===== src/rtl/johnson_pkg.sv =====
// Shared definitions for the 4-bit Johnson counter: legal-code table,
// lock FSM states and the code-to-index lookup.
package johnson_pkg;

    localparam int JOHNSON_LEN = 8;

    // Entry i is the code emitted at phase i; bit [3] is the leading stage.
    localparam logic [3:0] JOHNSON_CODES [JOHNSON_LEN] = '{
        4'b0000, 4'b1000, 4'b1100, 4'b1110,
        4'b1111, 4'b0111, 4'b0011, 4'b0001
    };

    typedef enum logic {SEARCH, LOCKED} lock_state_t;

    typedef struct packed {
        logic       legal;
        logic [2:0] idx;
    } dec_t;

    function automatic dec_t code2idx(input logic [3:0] code);
        dec_t d;
        d = '0;
        for (int i = 0; i < JOHNSON_LEN; i++) begin
            if (code == JOHNSON_CODES[i]) begin
                d.legal = 1'b1;
                d.idx   = 3'(i);
            end
        end
        return d;
    endfunction

endpackage


===== src/rtl/johnson_decoder_if.sv =====
// Sample stream into the Johnson decoder and its registered results.
interface johnson_decoder_if #(parameter int ERR_W = 8);
    logic [3:0]       code_in;
    logic             code_vld;
    logic [2:0]       phase;
    logic [7:0]       phase_oh;
    logic             code_err;
    logic             seq_err;
    logic             locked;
    logic [ERR_W-1:0] err_cnt;

    modport master (
        output code_in, code_vld,
        input  phase, phase_oh, code_err, seq_err, locked, err_cnt
    );

    modport slave (
        input  code_in, code_vld,
        output phase, phase_oh, code_err, seq_err, locked, err_cnt
    );
endinterface


===== src/rtl/johnson_code2idx.sv =====
// Combinational legality check and phase lookup for one Johnson code.
module johnson_code2idx
    import johnson_pkg::*;
(
    input  logic [3:0] code,
    output logic       legal,
    output logic [2:0] idx
);
    dec_t d;

    always_comb begin
        d     = code2idx(code);
        legal = d.legal;
        idx   = d.idx;
    end
endmodule


===== src/rtl/johnson_decoder.sv =====
// Receive-side Johnson code checker: phase decode, code/step error pulses,
// saturating error count and a lock FSM gated on consecutive legal steps.
module johnson_decoder
    import johnson_pkg::*;
#(
    parameter int LOCK_CNT = 3,
    parameter int ERR_W    = 8
) (
    input  logic              clk,
    input  logic              rst,
    johnson_decoder_if.slave  bus
);
    logic             legal;
    logic [2:0]       idx;

    lock_state_t      state, state_n;
    logic [3:0]       run, run_n;
    logic             ref_vld, ref_vld_n;
    logic [2:0]       ref_idx, ref_idx_n;
    logic [2:0]       phase, phase_n;
    logic [7:0]       phase_oh, phase_oh_n;
    logic             code_err, code_err_n;
    logic             seq_err, seq_err_n;
    logic             locked, locked_n;
    logic [ERR_W-1:0] err_cnt, err_cnt_n;

    johnson_code2idx u_dec (
        .code  (bus.code_in),
        .legal (legal),
        .idx   (idx)
    );

    always_ff @(posedge clk or negedge rst) begin
        if (!rst) begin
            state    <= SEARCH;
            run      <= '0;
            ref_vld  <= 1'b0;
            ref_idx  <= '0;
            phase    <= '0;
            phase_oh <= 8'b0000_0001;
            code_err <= 1'b0;
            seq_err  <= 1'b0;
            locked   <= 1'b0;
            err_cnt  <= '0;
        end else begin
            state    <= state_n;
            run      <= run_n;
            ref_vld  <= ref_vld_n;
            ref_idx  <= ref_idx_n;
            phase    <= phase_n;
            phase_oh <= phase_oh_n;
            code_err <= code_err_n;
            seq_err  <= seq_err_n;
            locked   <= locked_n;
            err_cnt  <= err_cnt_n;
        end
    end

    always_comb begin
        state_n    = state;
        run_n      = run;
        ref_vld_n  = ref_vld;
        ref_idx_n  = ref_idx;
        phase_n    = phase;
        code_err_n = 1'b0;
        seq_err_n  = 1'b0;
        err_cnt_n  = err_cnt;

        if (bus.code_vld) begin
            if (!legal) begin
                code_err_n = 1'b1;
                ref_vld_n  = 1'b0;
                run_n      = '0;
                state_n    = SEARCH;
            end else begin
                phase_n   = idx;
                ref_idx_n = idx;
                ref_vld_n = 1'b1;
                if (!ref_vld) begin
                    run_n = '0;
                end else if (idx == ref_idx + 3'd1) begin
                    if (state == SEARCH) begin
                        run_n = run + 4'd1;
                        if (run_n >= 4'(LOCK_CNT))
                            state_n = LOCKED;
                    end
                end else begin
                    // The offending code still becomes the reference.
                    seq_err_n = 1'b1;
                    run_n     = '0;
                    state_n   = SEARCH;
                end
            end
            if ((code_err_n || seq_err_n) && (err_cnt != '1))
                err_cnt_n = err_cnt + ERR_W'(1);
        end

        phase_oh_n = 8'(1) << phase_n;
        locked_n   = (state_n == LOCKED);
    end

    assign bus.phase    = phase;
    assign bus.phase_oh = phase_oh;
    assign bus.code_err = code_err;
    assign bus.seq_err  = seq_err;
    assign bus.locked   = locked;
    assign bus.err_cnt  = err_cnt;

endmodule


===== src/flat_wrapper.sv =====
// flat-port wrapper written by rule: the top's interface ports become plain ports
module johnson_decoder_flat import johnson_pkg::*;
#(
    parameter int LOCK_CNT = 3,
    parameter int ERR_W    = 8
)
  (clk, rst, bus_code_in, bus_code_vld, bus_phase, bus_phase_oh, bus_code_err, bus_seq_err, bus_locked, bus_err_cnt);
  johnson_decoder_if #(.ERR_W(ERR_W)) bus_i ();
  input  logic clk;
  input  logic rst;
  input wire logic [$bits(bus_i.code_in)-1:0] bus_code_in;
  input wire logic [$bits(bus_i.code_vld)-1:0] bus_code_vld;
  output wire logic [$bits(bus_i.phase)-1:0] bus_phase;
  output wire logic [$bits(bus_i.phase_oh)-1:0] bus_phase_oh;
  output wire logic [$bits(bus_i.code_err)-1:0] bus_code_err;
  output wire logic [$bits(bus_i.seq_err)-1:0] bus_seq_err;
  output wire logic [$bits(bus_i.locked)-1:0] bus_locked;
  output wire logic [$bits(bus_i.err_cnt)-1:0] bus_err_cnt;
  assign bus_i.code_in = bus_code_in;
  assign bus_i.code_vld = bus_code_vld;
  assign bus_phase = bus_i.phase;
  assign bus_phase_oh = bus_i.phase_oh;
  assign bus_code_err = bus_i.code_err;
  assign bus_seq_err = bus_i.seq_err;
  assign bus_locked = bus_i.locked;
  assign bus_err_cnt = bus_i.err_cnt;
  johnson_decoder #(.LOCK_CNT(LOCK_CNT), .ERR_W(ERR_W)) u_core (.clk(clk), .rst(rst), .bus(bus_i));
endmodule

===== config.mk =====
export PLATFORM = sky130hd
export DESIGN_NAME = johnson_decoder_flat
export DESIGN_NICKNAME = d
export VERILOG_FILES = /design/src/rtl/johnson_pkg.sv /design/src/rtl/johnson_decoder_if.sv /design/src/rtl/johnson_code2idx.sv /design/src/rtl/johnson_decoder.sv /design/src/flat_wrapper.sv
export SDC_FILE = /design/constraint.sdc
export NUM_CORES = 1
export LEC_CHECK = 0
export BUFFER_PORTS_ARGS = -buffer_cell sky130_fd_sc_hd__buf_2
export CELL_PAD_IN_SITES_DETAIL_PLACEMENT = 1
export CELL_PAD_IN_SITES_GLOBAL_PLACEMENT = 2
export CORE_MARGIN = 2
export CORE_UTILIZATION = 34
export DETAILED_ROUTE_END_ITERATION = 12
export PLACE_DENSITY_LB_ADDON = 0.3
export SYNTH_ARGS = -nofsm -noshare
export SYNTH_HDL_FRONTEND = slang
export SYNTH_HIERARCHICAL = 1
export SYNTH_SLANG_ARGS = --single-unit

===== constraint.sdc =====
create_clock -name clk -period 2.2 [get_ports clk]
set_input_delay 0.66 -clock clk [delete_from_list [all_inputs] [get_ports clk]]
set_output_delay 0.66 -clock clk [all_outputs]
set_load 0.01 [all_outputs]

==> metrics.txt, run 1 <==
pwr dens=901 nW/µm²; clock root buffer=clkbuf_8; Vias/cell=4.80; largest family of logic cells by synthesized area=simple AND/OR/NAND/NOR gates; Worst Setup SP=bus_code_in[0]; vias in the first global route=1146; post-synthesis mux area share=0.0374; Leakage=approximately 0.94 nW; Worst Path Required=2360 ps; Post-DRT Antenna Nets=0; layout cells sized above 1=0.355; IO buf count=28; FF-to-FF setup slack=210 ps; cts hold-fix bufs=0; Cell Area, Placed=1690 µm²; CTS tree=done; Period minus WS final=2100 ps; CP max-delay cell=mux2_2; Starting Density=0.351; pin count of the biggest net entering global routing=31; endpoints failing setup=0; Tightest Pin Transition=between 600 and 700 ps; antenna violations before repair=0; via count=1066; fmax=477 MHz; Pre-antenna DRT Iters=4; fin crit share=0.953; Worst Slack Setup Final=102 ps; total routed wirelength=approximately 3000 µm; placed cell count=around 210; Worst setup endpoint=u_core/bus.err_cnt[1]; Distinct cells, synth=36; R2R depth=5; dpl hpwl=2340 µm; final setup TNS=0 ps; maximum VDD drop=0.000367 V; Worst-path clk slew=about 70 ps; crit-path max cell delay=360 ps; Cell Chain, Critical Path=buf_2, or2b_1, mux2i_1, xnor2_1, a31oi_4, o22ai_4, mux2_2; gp weighted congestion=0.783; H-tree levels=2; Avg Inst Size Synth=11.2 µm²; CP endpoint kind=flop; row count=23; Worst R2R End=u_core/bus.err_cnt[1]; gr ovfl total=0; CTS Buffer Depth=2; synth warn=6; Final Slew Violations=0; Slew headroom=0.572; compound-cell area share of the yosys netlist=0.114; critical path data arrival time=2260 ps; Worst setup SP type=input pin; antenna diode count=0; fin area=~1800 µm²; sequential share of the synthesized area=0.536; first-pass GRT wire length=5300 µm; CORE AREA=between 4000 and 5000 µm²; skew final=6.25 ps; Num CTS Buffers=5; initial drt markers=between 40 and 50; WS Path Type=input pin to flop; Total Routing Usage GR=0.155; Area Growth Syn to Fin=28.4%; fill cell count=464; die area=4660 µm²; Synth Area in Adders=0.0357; # Max-Cap Violations=0; #FFs+latches synth=30; clk sinks=30; Synth Area in Simple Gates=0.165; CP max FO=7; most frequent cells in the layout=29 x dfrtp_1, 28 x buf_2, 12 x buf_4; status=finished clean; die height=a little under 70 µm; Final Hold Violating Endpoints=0; WL/cell=13.9 µm; Mapped Cells=125; DP Worst Slack=-252 ps; xor and xnor area share after synthesis=0.0847; Post-Syn Area=1400 µm²; Layout Nets=between 150 and 200; die width=68.3 µm; clock insertion delay at the later pin of the skew report=270 ps; min-delay worst type=input pin to asynchronous set/reset pin; fin cells=222; most common cell after layout, fill and taps aside=dfrtp_1; syn_nets=136; IO Pins=29; Critical R2R Launch=u_core/ref_idx[0]; DRC=0
power by group:
part | total [W] | switching, W | internal [W]
clock network | 0.000460 | 0.000209 | 0.000251
logic | 0.000427 | 0.000229 | 0.000198
registers | 0.000737 | 0.0000895 | 0.000647
worst min path at each step:
stage | slack (ps) | end | startpoint | cells past startpoint
floorplan | 360 | u_core/bus.code_err | rst | 0
global placement | 470 | u_core/bus.err_cnt[7] | u_core/bus.err_cnt[7] | 1
detailed placement | 510 | u_core/ref_idx[1] | u_core/ref_idx[1] | 1
CTS | 430 | u_core/bus.phase[0] | rst | 1
global route | 450 | u_core/bus.err_cnt[6] | rst | 1
finish | 410 | u_core/run[3] | rst | 1
synth_stat cells:
cell type	number	area share
o21ai_0	6	0.021
nand2b_1	2	0.0089
dfrtp_1	29	0.52
o22ai_1	1	0.0045
nor2_1	6	0.016
a21boi_1	1	0.0053
nand4_1	3	0.013
o21bai_1	1	0.0053
a211oi_1	1	0.0053
a31oi_4	1	0.015
xnor2_1	3	0.019
a21o_2	1	0.0062
and3_1	3	0.013
clkbuf_2	1	0.0036
or2b_1	1	0.0053
mux2i_1	3	0.021
or3b_1	1	0.0062
nand4b_1	1	0.0062
xor2_1	8	0.050
a21oi_1	6	0.021
inv_1	9	0.024
and2_2	1	0.0053
mux2_2	1	0.0080
o22ai_4	1	0.014
xnor3_1	1	0.016
or2_1	1	0.0045
a31oi_1	1	0.0045
nor3_2	3	0.021
a21o_1	2	0.011
nand2_1	10	0.027
nor3_1	7	0.025
mux2_1	1	0.0080
nor3b_1	1	0.0053
nand3_1	2	0.0071
dfstp_2	1	0.019
ha_1	4	0.036
worst max-delay path, delay by kind of cell:
kind,cells,cell delay [ps]
buffers and inverters,1,120
AND/OR/NAND/NOR,1,270
AO/OA/AOI/OAI,2,430
XOR/XNOR,1,220
multiplexers,2,550
cell families after synthesis:
family / after synthesis
buffers and inverters: 10
DFF: 30
adders and majority gates: 4
muxes: 5
and+or+nand+nor: 42
xor gates and xnor gates: 12
AOI/OAI and AO/OA: 22
final cells by class:
class | count | area, µm² | area share
flip-flops and latches | 30 | 752 | 0.417
multi-input cells | 85 | 629 | 0.349
repair buffers | 40 | 230 | 0.128
clock buffers | 6 | 82.6 | 0.0458
well taps | 50 | 62.6 | 0.0347
inverters | 9 | 33.8 | 0.0187
clock inverters | 2 | 12.5 | 0.00694
registers in the layout, summed over array words and instances, names as in the netlist:
signal and count:
u_core/run 4, u_core/ref_vld 1, u_core/bus.err_cnt 8, u_core/bus.code_err 1, u_core/bus.phase 3, u_core/bus.locked 1, u_core/bus.seq_err 1, u_core/bus.phase_oh 8
u_core/ref_idx 3
what timing repair did:
item                       4_1_cts  5_1_grt
setup endpoints to repair        0        8
gates resized for setup          0        5
buffers inserted                 0        1
through the flow:
stage           util  power, W  hold WS [ps]
2_1_floorplan      -  0.000979           364
3_3_place_gp   0.422   0.00115           473
3_5_place_dp   0.422   0.00117           508
4_1_cts        0.446   0.00164           432
5_1_grt        0.451   0.00175           450
6_report       0.451   0.00162           406
per-layer routing:
layer,routed length [µm],track usage
met2,1660,0.262
met3,117,0.0493
met1,1280,0.186
met4,29,0.0525
met5,0,0
No activity file was read; power rests on OpenSTA's default activity.
==> run 2: changes to the inputs <==
--- a/config.mk
+++ b/config.mk
@@ -5,12 +5,12 @@
 export SDC_FILE = /design/constraint.sdc
 export NUM_CORES = 1
 export LEC_CHECK = 0
-export BUFFER_PORTS_ARGS = -buffer_cell sky130_fd_sc_hd__buf_2
 export CELL_PAD_IN_SITES_DETAIL_PLACEMENT = 1
 export CELL_PAD_IN_SITES_GLOBAL_PLACEMENT = 2
 export CORE_MARGIN = 2
-export CORE_UTILIZATION = 34
+export CORE_UTILIZATION = 39
 export DETAILED_ROUTE_END_ITERATION = 12
+export DONT_BUFFER_PORTS = 1
 export PLACE_DENSITY_LB_ADDON = 0.3
 export SYNTH_ARGS = -nofsm -noshare
 export SYNTH_HDL_FRONTEND = slang
==> metrics.txt, run 2 (synthesized netlist as in run 1, its figures left out) <==
Worst Path Required=2440 ps; Area Growth Syn to Fin=14.3%; initial drt markers=37; endpoints failing setup=0; die area=between 4000 and 5000 µm²; area of the multi-input gates=617 µm²; min-delay worst type=input pin to asynchronous set/reset pin; Worst R2R End=u_core/bus.err_cnt[4]; skew final=6.00 ps; CORE AREA=3390 µm²; R2R depth=7; CTS tree=done; Slew headroom=0.381; Period minus WS final=2010 ps; Largest regs=u_core/bus.err_cnt x8, u_core/bus.phase_oh x8, u_core/run x4; Logic pwr share=0.196; die width=64.0 µm; clock insertion delay at the later pin of the skew report=320 ps; Seq pwr share=0.559; fill cell count=370; Starting Density=0.414; pin count of the biggest net entering global routing=31; # resized after CTS=0; Total Routing Usage GR=0.160; H-tree levels=2; Storage cell area=752 µm²; Tightest Pin Transition=926 ps; net switching power=just under 0.0005 W; antenna violations before repair=0; IO Pins=29; most common cell after layout, fill and taps aside=dfrtp_1; Pre-antenna DRT Iters=3; WL/cell=15.8 µm; CTS Buffer Depth=2; Post-DRT Antenna Nets=0; Final Slew Violations=0; vias in the first global route=between 1000 and 1500; Cell Area, Placed=1520 µm²; FF-to-FF setup slack=250 ps; critical path data arrival time=2250 ps; DP Worst Slack=-123 ps; internal power=0.000933 W; fin crit share=0.914; clock root buffer=clkbuf_4; RSZ-0062 raised after global routing=false; Worst setup SP type=input pin; DRC=0; row count=21; IO buf count=0; Num CTS Buffers=5; total routed wirelength=between 2000 and 3000 µm; Vias/cell=5.23; dpl hpwl=between 2000 and 2500 µm; pwr dens=881 nW/µm²; Worst-path clk slew=100 ps; Leakage=between 0.7 and 0.8 nW; Critical R2R Launch=u_core/ref_idx[0]; Post-CTS Setup Repair Bufs=0; Worst Slack Setup Final=188 ps; gr ovfl total=0; WS Path Type=input pin to flop; fin area=1600 µm²; # Max-Cap Violations=0; via count=about 1000; clock power share=0.244; maximum VDD drop=0.000489 V; fmax=497 MHz; layout cells sized above 1=0.183; clk sinks=30; first-pass GRT wire length=5000 µm; Layout Nets=roughly 150; die height=64.0 µm; CP endpoint kind=flop; Final Hold Violating Endpoints=0; most frequent cells in the layout=29 x dfrtp_1, 10 x nand2_1, 9 x inv_1; CP max FO=6; sw frac=0.340; antenna diode count=0; status=finished clean; gp weighted congestion=about 0.8
[run 2: cell types whose count changed in the layout (fill, tap and decap cells not counted), moves of 2 or more]
cell           change
clkbuf_8           -5
buf_2             -28
o21ai_0            +2
buf_4              -4
clkbuf_4           +5
o21ai_1            -2
dlygate4sd3_1      +2
[run 2: how the worst max path moves through the flow]
stage	startpoint	slack [ps]	end	depth (start not counted)
finish	bus_code_in[2]	190	u_core/bus.err_cnt[4]	8
global route	bus_code_in[2]	100	u_core/bus.err_cnt[4]	8
floorplan	bus_code_in[0]	8	u_core/bus.err_cnt[1]	6
CTS	bus_code_in[2]	160	u_core/bus.err_cnt[4]	8
global placement	bus_code_in[2]	-70	u_core/bus.err_cnt[6]	8
detailed placement	bus_code_in[2]	-120	u_core/bus.err_cnt[6]	8
[run 2: routing by layer]
layer	routed length, µm	GRT usage	vias up
met5	0	0	-
met3	170	0.0581	4
met2	1450	0.267	23
li1	-	-	463
met1	1330	0.192	493
met4	28	0.0489	0
[run 2: critical path: stages]
cell	delay, ps
or2_1	220
a21boi_1	230
xnor3_1	320
a31oi_4	240
o22ai_4	120
buf_4	160
nor2_1	120
xor2_1	170
[run 2: cell type report]
| class | instances | area share |
|---|---|---|
| clock buffer | 6 | 0.0320 |
| clock inverter | 2 | 0.00780 |
| inverter | 9 | 0.0211 |
| multi-input combinational | 85 | 0.385 |
| sequential | 30 | 0.469 |
| tap | 46 | 0.0359 |
| timing repair buffer | 10 | 0.0499 |
[run 2: repair_timing]
action | 4_1_cts | 5_1_grt
endpoints found under the setup margin | 0 | 0
endpoints found under the hold margin | 0 | 20
hold buffers | 0 | 2
[run 2: per-stage QoR]
stage	TNS [ps]	total power (W)	hold slack [ps]	std cells	util
3_3_place_gp	-225	0.00106	365	178	0.449
4_1_cts	0	0.00143	2.12	186	0.467
5_1_grt	0	0.00151	134	188	0.473
3_5_place_dp	-653	0.00107	365	178	0.449
2_1_floorplan	0	0.000979	364	125	-
6_report	0	0.00141	168	188	0.473
[run 2: power by group through the flow]
stage	Sequential, W	Combinational [W]	Clock (W)
after CTS	0.000794	0.000270	0.000363
after global routing	0.000808	0.000321	0.000384
after global placement	0.000800	0.000258	0
final	0.000790	0.000278	0.000346
after floorplan	0.000773	0.000206	0
after detailed placement	0.000803	0.000266	0
